--- config.mk ---
export PLATFORM = sky130hd
export DESIGN_NAME = uart_sender
export DESIGN_NICKNAME = d
export VERILOG_FILES = /design/src/rtl/uart_sender.sv
export SDC_FILE = /design/constraint.sdc
export NUM_CORES = 1
export LEC_CHECK = 0
export CORE_ASPECT_RATIO = 1.25
export CORE_UTILIZATION = 55
export CTS_CLUSTER_DIAMETER = 80
export CTS_CLUSTER_SIZE = 25
export DETAILED_ROUTE_END_ITERATION = 7
export PLACE_DENSITY = 0.77
export SETUP_SLACK_MARGIN = 0.1
export SYNTH_ARGS = -nofsm -noshare
export SYNTH_HDL_FRONTEND = slang
export SYNTH_SLANG_ARGS = --single-unit
--- constraint.sdc ---
create_clock -name clk -period 2.3 [get_ports clk]
set_input_delay 0.23 -clock clk [delete_from_list [all_inputs] [get_ports clk]]
set_output_delay 0.23 -clock clk [all_outputs]
set_load 0.05 [all_outputs]
--- src/rtl/uart_sender.sv ---
// uart_sender: 8N1 UART transmitter. Accepts one byte when idle and sends
// start bit, 8 data bits LSB first, and stop bit, each held for PERIOD clocks.
module uart_sender #(
  parameter int unsigned PERIOD = 2584
) (
  input  logic       clk,
  input  logic       reset,
  input  logic [7:0] in,
  input  logic       valid,
  output logic       out,
  output logic       ready
);

  localparam int unsigned CW = $clog2(PERIOD);
  localparam logic [CW-1:0] CNT_LAST = CW'(PERIOD - 1);

  typedef enum logic [1:0] {
    IDLE,
    START,
    DATA,
    STOP
  } state_t;

  // Declaration initialisers give power-up values identical to reset values.
  state_t        state_q = IDLE;
  state_t        state_d;
  logic [CW-1:0] cnt_q = '0;
  logic [CW-1:0] cnt_d;
  logic [2:0]    idx_q = '0;
  logic [2:0]    idx_d;
  logic [7:0]    shreg_q = '0;
  logic [7:0]    shreg_d;
  logic          out_q = 1'b1;
  logic          out_d;
  logic          ready_q = 1'b1;
  logic          ready_d;
  logic          bit_done;

  assign bit_done = (cnt_q == CNT_LAST);

  // out and ready are computed for the next state and registered, so both
  // change exactly on bit boundaries and ready has no path from valid.
  always_comb begin
    state_d = state_q;
    cnt_d   = cnt_q;
    idx_d   = idx_q;
    shreg_d = shreg_q;
    out_d   = out_q;
    ready_d = ready_q;
    unique case (state_q)
      IDLE: begin
        cnt_d   = '0;
        idx_d   = '0;
        out_d   = 1'b1;
        ready_d = 1'b1;
        if (valid) begin
          state_d = START;
          shreg_d = in;
          out_d   = 1'b0;
          ready_d = 1'b0;
        end
      end
      START: begin
        if (bit_done) begin
          state_d = DATA;
          cnt_d   = '0;
          idx_d   = '0;
          out_d   = shreg_q[0];
        end else begin
          cnt_d = cnt_q + CW'(1);
        end
      end
      DATA: begin
        if (bit_done) begin
          cnt_d = '0;
          if (idx_q == 3'd7) begin
            state_d = STOP;
            out_d   = 1'b1;
          end else begin
            idx_d = idx_q + 3'd1;
            out_d = shreg_q[idx_d];
          end
        end else begin
          cnt_d = cnt_q + CW'(1);
        end
      end
      STOP: begin
        if (bit_done) begin
          state_d = IDLE;
          cnt_d   = '0;
          idx_d   = '0;
          out_d   = 1'b1;
          ready_d = 1'b1;
        end else begin
          cnt_d = cnt_q + CW'(1);
        end
      end
      default: begin
        state_d = IDLE;
        cnt_d   = '0;
        idx_d   = '0;
        out_d   = 1'b1;
        ready_d = 1'b1;
      end
    endcase
  end

  always_ff @(posedge clk) begin
    if (reset) begin
      state_q <= IDLE;
      cnt_q   <= '0;
      idx_q   <= '0;
      shreg_q <= '0;
      out_q   <= 1'b1;
      ready_q <= 1'b1;
    end else begin
      state_q <= state_d;
      cnt_q   <= cnt_d;
      idx_q   <= idx_d;
      shreg_q <= shreg_d;
      out_q   <= out_d;
      ready_q <= ready_d;
    end
  end

  assign out   = out_q;
  assign ready = ready_q;

endmodule

== After elaboration in Yosys (flattened, before gate mapping) ==
Cells that the tools add are included.
Cells by class
  equality and inequality tests: 12
  order comparisons: 1
  reductions and logical operators: 9
  muxes and demuxes: 21
  add/sub/neg operators: 2
Operators by type and width (count)
  one-hot mux 12 bit (2 select lines): 1
  adder 12 x 1 -> 12 bit, second input constant: 1
  == test 12 bit, second input constant: 1
  2-to-1 mux 12 bit: 1
  inequality test 2 bit, second input constant: 6
  2-to-1 mux 2 bit: 5
  2-to-1 mux 3 bit: 3
  one-hot mux 3 bit (3 select lines): 1
  one-hot mux 2 bit (4 select lines): 1
  2-to-1 mux 1 bit: 6
  AND reduction 3 bit: 2
  AND reduction 5 bit: 1
  == test 2 bit, second input constant: 2
  less-than comparator 3 x 4 -> 1 bit, second input constant: 1
  one-hot mux 1 bit (4 select lines): 1
  AND reduction 2 bit: 2
  adder 3 x 1 -> 3 bit, second input constant: 1
  binary-select mux 1 bit (select 3 bit): 1
  == test 3 bit, second input constant: 1
  OR reduction 3 bit: 1
  == test 2 x 1 -> 1 bit, second input constant: 1
  logical NOT 2 bit: 1
  inequality test 2 x 1 -> 1 bit, second input constant: 1
  one-hot mux 1 bit (2 select lines): 1
  2 further kinds: 2
Storage, ports and cells
  input bits: 11
  word-level logic and storage cells: 51
  bits in registers: 27
  output and inout bits: 2

== Depth between registers and ports, before layout ==
  depth in word-level cells: 6
  gate-level depth with buffers: 7
  gate-level depth less buffers: 6

== Least setup slack after synthesis ==
Ideal clock, no wire load.
  path type: reg2reg
  from: register idx_q[0]
  to: register out_q (netlist: out)
  data required time: 2.175 ns
  period minus slack after synthesis: 1.661 ns
  path buffers: 0
  slack: 0.639 ns
  arrival time: 1.536 ns
  stages on the path, launching flop included: 6
  cells stage by stage: dfxtp_1 -> ha_1 -> mux4_2 -> mux2_2 -> nand2_1 -> a211oi_1
On the way
  longest elaborated chain between the ends: 6
  elaborated cells on any way between the ends: 7
Ends and longest elaborated chain
  start: declaration: line 29  | logic [2:0] idx_q = '0;
  start signal: assignment: line 119  | idx_q <= idx_d;
  adder 3 x 1 -> 3 bit: line 80  | idx_d = idx_q + 3'd1;
  binary-select mux 1 bit (select 3 bit): line 81  | out_d = shreg_q[idx_d];
  2-to-1 mux 1 bit (not written as such): line 81
  2-to-1 mux 1 bit *: line 76  | if (idx_q == 3'd7) begin
  2-to-1 mux 1 bit *: line 74  | if (bit_done) begin
  one-hot mux 1 bit (4 select lines) *: line 50  | unique case (state_q)
  end signal: assignment: line 121  | out_q <= out_d;
  end: declaration: line 33  | logic out_q = 1'b1;
Mark *: on every way between the ends. The rest lies on a longest branch, timed or not. The select of a mux whose other input is x is not followed.
A chain may end at the register's enable or synchronous reset.

== Final worst setup path ==
  from: register cnt_q[0]
  to: register idx_q[0]
On the way
  longest elaborated chain between the ends: 3
  elaborated cells on any way between the ends: 4
Ends and longest elaborated chain
  start: declaration: line 27  | logic [CW-1:0] cnt_q = '0;
  start signal: assignment: line 118  | cnt_q <= cnt_d;
  == test 12 bit *: line 39  | assign bit_done = (cnt_q == CNT_LAST);
  inequality test 2 x 1 -> 1 bit (no source line) or inequality test 2 bit (tied branches)
  AND reduction 3 bit (no source line) *
Mark *: on every way between the ends. The rest lies on a longest branch, timed or not.

==> impl_metrics.py <==
metrics = {
    "floorplan": {
        "die_area_um2": 2580,
        "io_pins": 13,
        "die_h_um": 56.5,
        "initial_core_util_pct": 59.1,
        "die_w_um": 45.6,
        "core_area_um2": 2210,
        "row_count": 19,
    },
    "sta": {
        "max_slew.worst_pin.slew_ps": 502,
        "setup_viol": 0,
        "slew_violations": 0,
        "period_minus_slack_ps": 1860,
        "relSlewSlack_pct": 66.4,
        "fmax_mhz": 537,
        "hold_slack_ps": 433,
        "fin_skew_ps": 7.30,
        "finalCritPeriodShare_pct": 81.0,
        "hold_viol_final": 0,
        "tns_ps": 0,
        "rsz0062_at_grt": "no",
    },
    "grt": {
        "grt_use_total_pct": 21.3,
        "overflow": 0,
        "grt_pass1_wl_um": 4000,
        "grt_pass1_vias": 994,
        "grt_start_max_net_pins": 16,
        "antenna_found_initial": 0,
    },
    "synthesis": {
        "synth_most_common_cell": "dfxtp_1",
        "synth_top_area_cell": "dfxtp_1",
        "syn_nets": 167,
        "netlist_top_cells_area": "dfxtp_1, ha_1, nand2_1",
        "synth-warning-count": 0,
        "synth-main-ff-cell": "dfxtp_1",
        "synth_top_area_share_pct": 41.3,
        "syn_area_um2": 1310,
        "netlist-cell-type-count": 33,
        "synth-async-reset-ratio_pct": 0,
        "synth-edff-count": 0,
        "ys_ff_latch": 27,
        "synth_seq_area_share_pct": 41.3,
        "yosys-top-cells-count": "dfxtp_1, nand2_1, nor2_1",
        "syn_inst": 149,
        "syn_avg_cell_area_um2": 8.78,
    },
    "worst_setup_path": {
        "critPathCaptureType": "flip-flop",
        "crit_chain": "ha_1 > nor2b_1 > nand4_1 > or4_1 > o21ai_0",
        "critPathRequiredTime_ps": 2560,
        "path_depth": 5,
        "cp_top_family": "simple AND/OR/NAND/NOR gates",
        "max_stage_delay_ps": 580,
        "r2r_cells": 5,
        "crit_type": "flip-flop to flip-flop",
        "regToRegSetupSlack_ps": 440,
        "cp_slowest_cell": "or4_1",
        "crit_arrival_ps": 2120,
        "critPathMaxFanout": 11,
        "cp-start-kind": "flip-flop",
        "crit_buf_inv": 0,
    },
    "job": {
        "drv_cap": 0,
    },
    "power": {
        "power_density_nw_per_um2": 823,
        "power_frac_comb_pct": 36.0,
        "swShare_pct": 36.3,
        "seqPwrFrac_pct": 47.3,
        "clkPwrFrac_pct": 16.6,
        "p_int_uw": 771,
        "ir_worst_vdd_uv": 810,
        "leakage_uw": 0.000519,
        "p_switching_uw": 440,
    },
    "clocking": {
        "post-cts-setup-buffers": 0,
        "clk_path_buf_depth": 2,
        "cts_root_buffer": "clkbuf_4",
        "cts_sinks": 27,
        "cts_tree": "done",
        "hold_buffers": 0,
        "numCtsBuffers": 3,
        "postCtsResizedCells": 0,
        "clkLatencyLatePin_ps": 320,
        "h-tree-depth": 1,
        "clk_pin_slew_worst_paths_ps": 140,
    },
    "placement": {
        "portBuffers": 12,
        "placed_cell_area_um2": 1440,
        "gp_congestion": 0.781,
        "hpwl_um": 1810,
        "post-place-cells": 187,
    },
    "cells_and_area": {
        "nets": 179,
        "syn2layout_area_growth_pct": 12.4,
        "drive_gt1_share_pct": 7.50,
        "diodes": 0,
        "final_area_um2": 1470,
        "final_cells": 191,
        "fin_util_pct": 66.5,
    },
    "routing": {
        "drt_iter0_drc": 11,
        "wirelength_um": 2270,
        "routed-via-count": 1044,
        "wl_per_cell_um": 11.9,
        "dr.pass1.iters": 4,
        "vias_per_cell": 5.47,
        "final_antenna_net_count": 0,
        "drc": 0,
    },
    "status": {
        "status": "finished clean",
    },
    "min_path": {
        "hold_path_class": "input pin to flip-flop",
        "whs_path_depth": 3,
    },
}
## layout make-up
cell class	instances	area [um2]
clock inverters	1	5.00
repair buffers	13	128
flip-flops and latches	27	541
inverters	6	22.5
multi-input cells	110	713
well taps	31	38.8
clock buffers	3	22.5
fillers	194	741
## logic make-up after synthesis
logic type	count (synthesis)	share of synthesized area, %
mux	4	5.07
flops	27	41.3
simple gates	67	25.6
fa+ha+maj	7	6.70
compound gates	22	10.5
xor+xnor	10	6.70
buf+inv	12	4.11
## tightest hold or removal path, delay by kind of cell
kind / cells / cell delay (ps)
AOI/OAI and AO/OA: 1 / 50
buffers and inverters: 1 / 400
and+or+nand+nor: 1 / 50
## layer usage
metal,share of wire (%),global-route usage [%]
met3,2.1,3.86
met2,53,35.9
met1,43,24.4
met4,2.4,10.8
met5,0,0
## flip-flops by register name, indices dropped and copies added (netlist names)
register / cells
cnt_q: 12
shreg_q: 8
idx_q: 3
state_q: 2
out: 1
ready: 1
## power by group through the flow
| stage | registers (uW) | logic (uW) | clock network, uW |
|---|---|---|---|
| after floorplan | 618 | 302 | 0 |
| after global placement | 580 | 424 | 0 |
| after detailed placement | 585 | 438 | 0 |
| after CTS | 574 | 440 | 208 |
| after global routing | 581 | 498 | 227 |
| final | 573 | 436 | 201 |
## stage by stage
step | power (uW) | setup slack (ps)
after global routing | 1310 | 290
after detailed placement | 1020 | 481
final | 1210 | 436
after global placement | 1000 | 512
after CTS | 1220 | 454
after floorplan | 921 | 639
## placed cells by master, fill, tap and decap left out
| cell | netlist | layout |
|---|---|---|
| and3_2 | 2 | 2 |
| mux2_2 | 1 | 1 |
| nor2_1 | 16 | 16 |
| xor2_1 | 1 | 1 |
| o21bai_1 | 1 | 1 |
| dfxtp_1 | 27 | 27 |
| or4_1 | 1 | 1 |
| mux4_2 | 2 | 2 |
| nand2_1 | 22 | 22 |
| ha_1 | 7 | 7 |
| clkbuf_4 | 0 | 3 |
| buf_4 | 0 | 1 |
| a211oi_1 | 4 | 4 |
| xnor2_1 | 9 | 9 |
| and4bb_2 | 1 | 1 |
| o2bb2ai_1 | 2 | 2 |
| nand2b_1 | 6 | 6 |
| and2_1 | 1 | 1 |
| nand3_1 | 4 | 4 |
| a21oi_1 | 10 | 10 |
| nand4_1 | 4 | 4 |
| a21o_1 | 2 | 2 |
| clkinv_2 | 0 | 1 |
| clkdlybuf4s50_1 | 0 | 12 |
| mux2i_1 | 1 | 1 |
| a21boi_0 | 1 | 1 |
| nand3b_1 | 1 | 1 |
| nor4b_2 | 1 | 1 |
| inv_1 | 6 | 6 |
| nor4_1 | 2 | 2 |
| or3_1 | 1 | 1 |
| nor3_1 | 4 | 4 |
| nor2b_1 | 1 | 1 |
| o21ai_0 | 2 | 2 |
## worst paths after layout
kind                      startpoint                 endpoint
min                            in[1]  shreg_q[1]$_SDFFE_PP0P_
max reg2reg      cnt_q[0]$_SDFF_PP0_    idx_q[0]$_SDFFE_PP0P_
max              cnt_q[0]$_SDFF_PP0_    idx_q[0]$_SDFFE_PP0P_
min reg2reg  shreg_q[1]$_SDFFE_PP0P_  shreg_q[1]$_SDFFE_PP0P_
Note: power is estimated with default switching activity, not from simulation.
==> variant (config.mk and constraints unchanged) <==
The parameter `PERIOD` goes from 2584 to 1292.
--- a/src/rtl/uart_sender.sv
+++ b/src/rtl/uart_sender.sv
@@ -1,7 +1,7 @@
 // uart_sender: 8N1 UART transmitter. Accepts one byte when idle and sends
 // start bit, 8 data bits LSB first, and stop bit, each held for PERIOD clocks.
 module uart_sender #(
-  parameter int unsigned PERIOD = 2584
+  parameter int unsigned PERIOD = 1292
 ) (
   input  logic       clk,
   input  logic       reset,
Function: no difference found for any inputs over 10 cycles, from zero or initial values and one cycle with reset high; that may be too few to reach the edited logic, so the function may still have changed.
==> variant against the original RTL <==
Via count down 3.6%; design area down 2.5%; wire length up 8.7%; sequential cell count down 1; synthesized area down 5.2%; setup slack worse by 0.13 ns; power up 3.7%; critical endpoint unchanged; largest cell class unchanged.
==> variant: results (changes against the original RTL) <==
- Worst max-slew margin expressed relative to the limit: 67.2% (+0.77 points)
- Met3 Wirelength: 100 um (+110%)
- Worst hold path depth: 3 (unchanged)
- The portion of netlist area occupied by mux cells came to 6.26% (+1.2 points).
- Overall track demand over capacity in global routing: 23.7% (+2.4 points)
- The fraction of the mapped netlist area in compound gates was 11.7% (+1.2 points).
- The global-route wire length before repair came to 4170 um (+4.3%).
- The worst setup timing slack at the placement stage came to 0.341 ns (-0.140 ns).
- Hold EP: shreg_q[4]
- In this run the critical register-to-register path is captured at idx_q[0].
- Number of warnings printed during yosys synthesis: 0 (unchanged)
* IR drop worst, VDD: 0.692 mV (-15%)
* Post-Syn Nets: 152 (-9.0%)
* Adder-Cell Fraction of Synth Area: 7.06% (+0.37 points)
- Global-route track usage on met3: 3.57% (-0.29 points)
* Max FO, Critical Path: 6 (-5)
* Post-cts sizing count: 0 (unchanged)
* Largest net degree at the start of global routing: 15 (-1)
- The number of library cell types mapped by synthesis came to 35 (+6.1%).
- The final setup skew was 0.00494 ns (-0.00236 ns).
* Worst hold margin: 0.432 ns (-0.000496 ns)
- Vias in the first global route: 958 (-3.6%)
* CP Launch Point: state_q[0]
- Arrival time of data at the critical path endpoint: 2.22 ns (+0.10 ns)
- Wire length on met2: 1330 um (+12%)
- The first-iteration detailed-routing DRC count came to 15 (+4).
- The cell depth of the worst flop-to-flop path is 6 (+1).
* XOR/XNOR Fraction of Synth Area: 6.36% (-0.34 points)
- Final wirelength: 2460 um (+8.7%)
- The largest registers in the layout are cnt_q x11, shreg_q x8, idx_q x3.
- The static leakage came to 0.533 nW (+2.6%).
- The fraction of final layout cells with drive strength greater than 1 was 12.8% (+5.3 points).
* Met2 demand-to-capacity share in global routing: 46.3% (+10 points)
- Synth area leaders: dfxtp_1, nand2_1, ha_1
* Placed Area: 1400 um^2 (-3.1%)
* Result of the run: finished, final reports clean
- Routed WL per cell: 13.7 um (+16%)
- Most frequent cells after synthesis: dfxtp_1, nand2_1, nor2_1
- Post-synthesis instance total: 134 (-10%)
- The first-pass iteration count of the detailed router came to 4 (unchanged).
- The via count of the routed design was 1006 (-3.6%).
* Start point of the worst hold path: in[4]
- Final layout net count: 168 (-6.1%)
- The post-detailed-placement half-perimeter wirelength was 1880 um (+4.0%).
- The sequential area share after synthesis was 42.0% (+0.64 points).
- Met1 wire length: 979 um (+0.82%)
* Final Wtd Congestion: 0.874 (+12%)
- Inst Count DP: 175 (-6.4%)
- The met1 track utilization from global routing is 24.6% (+0.16 points).
## variant: cell types whose count changed after synthesis, sizes merged, moves of 3 or more
| cell | delta |
|---|---|
| a211oi | -3 |
| nand2 | +4 |
| nand2b | -6 |
| nor2 | -3 |
| xnor2 | -5 |
| xor2 | +4 |
## variant: cell type report
| type | count | area (um^2) |
|---|---|---|
| Sequential cell | 26 | 520 |
| Fill cell | 154 | 616 |
| Inverter | 5 | 18.8 |
| Timing Repair Buffer | 13 | 128 |
| Multi-Input combinational cell | 101 | 693 |
| Clock buffer | 4 | 36.3 |
| Tap cell | 30 | 37.5 |
## variant: critical path: stages (launching register included)
cell and delay, ns:
dfxtp_1 0.41, inv_1 0.08, ha_1 0.28, or3_2 0.49
o31ai_1 0.15, a21oi_1 0.19, mux2_2 0.30
## variant: power breakdown
part	switching (mW)	internal, mW	total (mW)
clock	0.138	0.0971	0.235
sequential	0.0490	0.514	0.563
combinational	0.267	0.190	0.457
